File: config.mk
export PLATFORM = sky130hd
export DESIGN_NAME = seq_pattern_tx
export DESIGN_NICKNAME = d
export VERILOG_FILES = /design/src/rtl/seq_pattern_tx.sv
export SDC_FILE = /design/constraint.sdc
export NUM_CORES = 1
export LEC_CHECK = 0
export ABC_CLOCK_PERIOD_IN_PS = 2750
export CAP_MARGIN = 20
export CORE_AREA = 2 2 79 81
export CTS_BUF_LIST = sky130_fd_sc_hd__clkbuf_4
export DETAILED_ROUTE_END_ITERATION = 6
export DIE_AREA = 0 0 81 83
export GPL_TIMING_DRIVEN = 0
export SLEW_MARGIN = 20
export SYNTH_ARGS = -nofsm -noshare
export SYNTH_HDL_FRONTEND = slang
export SYNTH_SLANG_ARGS = --single-unit
File: constraint.sdc
create_clock -name clk -period 2.75 [get_ports clk]
set_input_delay 0.6875 -clock clk [delete_from_list [all_inputs] [get_ports clk]]
set_output_delay 0.6875 -clock clk [all_outputs]
set_load 0.02 [all_outputs]
File: src/rtl/seq_pattern_tx.sv
// Serial pattern transmitter: shifts a latched PAT_W-bit pattern out
// MSB-first, repeat_n times, with an optional idle gap between repeats.
//
// Ports:
//   clk, rst      clock (rising edge), synchronous active-low reset
//   start         job request, sampled only in IDLE
//   pattern       pattern to send, latched on accept
//   repeat_n      repetition count, latched on accept (0 = empty job)
//   gap           idle cycles between repetitions, latched on accept
//   abort         (only with SEQ_TX_ABORT_EN) truncate a running job
//   data          serial bit, 0 whenever bit_valid is 0
//   bit_valid     data carries a pattern bit
//   frame_end     asserted with the last bit of each repetition
//   busy          job in progress
//   done          one-cycle end-of-job pulse
//
// Optional feature macro: SEQ_TX_ABORT_EN adds the abort input.
module seq_pattern_tx #(
  parameter int PAT_W = 4,
  parameter int CNT_W = 8,
  parameter int GAP_W = 4
) (
  input  logic             clk,
  input  logic             rst,
  input  logic             start,
  input  logic [PAT_W-1:0] pattern,
  input  logic [CNT_W-1:0] repeat_n,
  input  logic [GAP_W-1:0] gap,
`ifdef SEQ_TX_ABORT_EN
  input  logic             abort,
`endif
  output logic             data,
  output logic             bit_valid,
  output logic             frame_end,
  output logic             busy,
  output logic             done
);

  localparam int IW = (PAT_W > 1) ? $clog2(PAT_W) : 1;
  localparam logic [IW-1:0] MSB = IW'(PAT_W - 1);

  typedef enum logic [1:0] {
    IDLE,
    SHIFT,
    GAP,
    DONE
  } state_t;

  state_t           state_q, state_d;
  logic [IW-1:0]    idx_q, idx_d, idx_m1;
  logic [CNT_W-1:0] rem_q, rem_d, rem_m1;
  logic [GAP_W-1:0] gcnt_q, gcnt_d;
  logic [GAP_W-1:0] gap_q, gap_d;
  logic [PAT_W-1:0] pat_q, pat_d;
  logic             data_d, valid_d, fe_d;
  logic             busy_d, done_d;
  logic             abort_i;

`ifdef SEQ_TX_ABORT_EN
  assign abort_i = abort;
`else
  assign abort_i = 1'b0;
`endif

  // Outputs are computed for the state being entered, so every
  // output is a flop and the first bit appears one cycle after start.
  always_comb begin
    state_d = state_q;
    idx_d   = idx_q;
    rem_d   = rem_q;
    gcnt_d  = gcnt_q;
    gap_d   = gap_q;
    pat_d   = pat_q;
    data_d  = 1'b0;
    valid_d = 1'b0;
    fe_d    = 1'b0;
    busy_d  = 1'b0;
    done_d  = 1'b0;
    idx_m1  = idx_q - 1'b1;
    rem_m1  = rem_q - 1'b1;

    unique case (state_q)
      IDLE: begin
        if (start) begin
          if (repeat_n != '0) begin
            state_d = SHIFT;
            pat_d   = pattern;
            rem_d   = repeat_n;
            gap_d   = gap;
            idx_d   = MSB;
            data_d  = pattern[PAT_W-1];
            valid_d = 1'b1;
            busy_d  = 1'b1;
          end else begin
            state_d = DONE;
            done_d  = 1'b1;
          end
        end
      end

      SHIFT: begin
        if (abort_i) begin
          state_d = DONE;
          done_d  = 1'b1;
        end else if (idx_q != '0) begin
          idx_d   = idx_m1;
          data_d  = pat_q[idx_m1];
          valid_d = 1'b1;
          busy_d  = 1'b1;
          fe_d    = (idx_m1 == '0);
        end else begin
          // bit 0 is on the wire now; close out this repetition
          rem_d = rem_m1;
          if (rem_m1 == '0) begin
            state_d = DONE;
            done_d  = 1'b1;
          end else if (gap_q == '0) begin
            idx_d   = MSB;
            data_d  = pat_q[PAT_W-1];
            valid_d = 1'b1;
            busy_d  = 1'b1;
          end else begin
            state_d = GAP;
            gcnt_d  = gap_q;
            busy_d  = 1'b1;
          end
        end
      end

      GAP: begin
        if (abort_i) begin
          state_d = DONE;
          done_d  = 1'b1;
        end else if (gcnt_q == GAP_W'(1)) begin
          state_d = SHIFT;
          gcnt_d  = '0;
          idx_d   = MSB;
          data_d  = pat_q[PAT_W-1];
          valid_d = 1'b1;
          busy_d  = 1'b1;
        end else begin
          gcnt_d = gcnt_q - 1'b1;
          busy_d = 1'b1;
        end
      end

      DONE: begin
        state_d = IDLE;
      end

      default: begin
        state_d = IDLE;
      end
    endcase
  end

  always_ff @(posedge clk) begin
    if (!rst) begin
      state_q   <= IDLE;
      idx_q     <= '0;
      rem_q     <= '0;
      gcnt_q    <= '0;
      gap_q     <= '0;
      pat_q     <= '0;
      data      <= 1'b0;
      bit_valid <= 1'b0;
      frame_end <= 1'b0;
      busy      <= 1'b0;
      done      <= 1'b0;
    end else begin
      state_q   <= state_d;
      idx_q     <= idx_d;
      rem_q     <= rem_d;
      gcnt_q    <= gcnt_d;
      gap_q     <= gap_d;
      pat_q     <= pat_d;
      data      <= data_d;
      bit_valid <= valid_d;
      frame_end <= fe_d;
      busy      <= busy_d;
      done      <= done_d;
    end
  end

endmodule

==> flow_summary_export.csv <==
group,metric,value,unit
finish,fin_nets,257,
sta,relSlewSlack,62.79,%
worst_setup_path,worstSetupPathType,"input port to flop",
logic_synthesis,synth-edff-count,0,
finish,area_delta_synth_final,22.06,%
logic_synthesis,ys_seq_area_share,34.34,%
finish,layout_common_cells,"dfxtp_1, nand2_1, clkdlybuf4s50_1, nor2_1, mux2i_1",
sta,worst_pin_slew,0.5582,ns
power_and_ir_drop,switching_share,34.67,%
logic_synthesis,syn_avg_cell_area,8.368,sq um
logic_synthesis,synthFlopType,"dfxtp_1",
logic_synthesis,syn_inst,202,
place,dp_hpwl,3.065,mm
worst_setup_path,crit_path_end_kind,"flop",
cts,root_buffer,"clkbuf_4",
cts,hold_buffers,0,
finish,diodes,0,
sta,drv_slew,0,
grt,grt.total_usage,12.96,%
sta,min_period,2.376,ns
detailed_routing,drt_pass1_iterations,4,
grt,antenna_found_initial,0,
run,maxCapViolations,0,
detailed_routing,vias_per_cell,4.925,
run_status,status,"finished, final reports clean",
detailed_routing,via_count,1512,
cts,cts_tree,"yes",
grt,grt-ovfl-total,0,
cts,clk_pin_slew,0.09,ns
power_and_ir_drop,clkPwrFrac,21.8,%
power_and_ir_drop,p_leak,0.7689,nW
logic_synthesis,synth.distinct_cells,47,
detailed_routing,drt_iter0_drc,83,
logic_synthesis,yosysTopAreaCell,"dfxtp_1",
worst_setup_path,ff2ff_path_depth,7,
finish,layout_commonest_cell,"dfxtp_1",
min_path,min-delay-path-class,"flop to flop",
logic_synthesis,synth.area.top_cells,"dfxtp_1, mux2i_1, nand2_1, ha_1, a21oi_1",
floorplan,dieArea,0.006723,sq mm
cts,h-tree-depth,2,
place,dpl_cell_area,0.002014,sq mm
floorplan,num_rows,28,
floorplan,die_w,81,um
power_and_ir_drop,power.density,552.1,mW/mm^2
worst_setup_path,worst_path_max_delay_cell,"or4_1",
worst_setup_path,worstPathArrival,2.58,ns
detailed_routing,routedWlPerCell,13.20,um
power_and_ir_drop,ir_drop,0.0002338,V
power_and_ir_drop,p_comb_share,34.2,%
logic_synthesis,ys_warn_count,0,
min_path,whs_path_depth,2,
sta,setup_ws,0.3741,ns
finish,finish.utilization,35.48,%
detailed_routing,drt-total-wl,4.053,mm
sta,hold_ws,0.4854,ns
power_and_ir_drop,power_switching,0.3949,mW
logic_synthesis,synth_largest_type_area_fraction,34.34,%
logic_synthesis,syn-num-nets,227,
cts,clockBufferDepth,2,
cts,postCtsSetupBuffers,0,
sta,setup_violations,0,
grt,grt_pass1_wl,6.803,mm
place,pre_cts_ws,0.06498,ns
worst_setup_path,critPathMaxFanout,10,
floorplan,io_pins,24,
place,portBuffers,23,
power_and_ir_drop,intPower,0.7442,mW
power_and_ir_drop,seqPwrFrac,44.0,%
floorplan,initial_utilization,29.07,%
sta,rsz0062_at_grt,"false",
finish,final_cell_area,0.002063,sq mm
sta,setup_tns,0,ns
finish,drive_gt1_share,7.328,%
cts,clock-sinks,29,
sta,fmax,420.9,MHz
floorplan,core_area,0.005816,sq mm
sta,hold_viol,0,
cts,cts_buffers,5,
logic_synthesis,synthArstFlopShare,0,%
worst_setup_path,cpPeakStageDelay,0.63,ns
worst_setup_path,crit_required,2.95,ns
sta,fin_worst_skew,0.01438,ns
sta,period_share,86.40,%
grt,grt_pass1_vias,1449,
logic_synthesis,synth.cell_area,0.001690,sq mm
logic_synthesis,ys_ff_latch,29,
place,place_congestion,0.8718,
floorplan,die_y,83,um
worst_setup_path,cp_cell_sequence,"clkdlybuf4s50_1 > or4_1 > o21a_1 > buf_2 > nand2_1 > a21oi_1 > a41o_1",
worst_setup_path,worst_setup_path_start_kind,"input port",
cts,clock_latency,0.33,ns
grt,grt_max_degree,11,
detailed_routing,ant_nets,0,
cts,cts_resized,0,
detailed_routing,drcViolationCount,0,
[worst max-delay path: cells and delay by family]
family	cells	cell delay, ns
buffers and inverters	2	0.63
AO/OA/AOI/OAI	3	0.50
AND/OR/NAND/NOR	2	0.75
[flip-flops by register name (all words and copies together) (netlist names), 2 cells and up]
| register | count |
|---|---|
| gcnt_q | 4 |
| state_q | 2 |
| rem_q | 8 |
| idx_q | 2 |
| pat_q | 4 |
| gap_q | 4 |
[metal layers]
metal	routed length, um	track usage, %
met5	0	0
met4	80	5.239
met3	149	2.826
met2	1814	19.46
met1	2008	17.79
[cell usage after synthesis, drive strengths merged (3+ instances only)]
cell type / n
buf: 3
nor3: 5
ha: 6
or4: 3
o31ai: 3
inv: 8
dfxtp: 29
nand2: 28
nor2b: 5
mux2i: 13
and3: 3
clkbuf: 8
o21ai: 12
nor2: 15
nand3: 5
a21oi: 12
nor3b: 3
nand2b: 5
[cell families after synthesis]
group,Yosys count,synth area share [%]
and+or+nand+nor,79,24.43
AOI/OAI and AO/OA,52,21.39
DFF,29,34.35
buffers and inverters,19,4.811
muxes,14,9.030
adders and majority gates,6,4.441
xor gates and xnor gates,3,1.555
[power groups by stage]
stage                     combinational, mW  clock, mW  sequential (mW)
after floorplan                       0.281          0            0.508
after global placement                0.386          0            0.510
after detailed placement              0.388          0            0.511
after CTS                             0.389      0.257            0.501
after global routing                  0.431      0.278            0.509
final                                 0.389      0.248            0.502
[final cells by class]
class,instances,area [sq um]
fill,653,3752
multi-input combinational,154,1028
sequential,29,580.6
timing repair buffer,23,230.2
tap,75,93.84
buffer,11,51.30
clock buffer,6,45.04
inverter,8,30.03
clock inverter,1,3.754
[path summary, 6_finish.rpt]
path / startpoint / end / slack (ns)
worst max-delay path: repeat_n[7] / data / 0.37
worst max register to register: rem_q[0] / gcnt_q[1] / 0.59
worst min-delay path: gcnt_q[1] / gcnt_q[1] / 0.49
worst min register to register: gcnt_q[1] / gcnt_q[1] / 0.49
[per-stage QoR]
stage	power [mW]	instances
2_1_floorplan	0.7889	202
3_5_place_dp	0.8986	300
3_3_place_gp	0.8964	300
4_1_cts	1.147	307
6_report	1.139	307
5_1_grt	1.217	307
(Power assumes the default switching activity.)
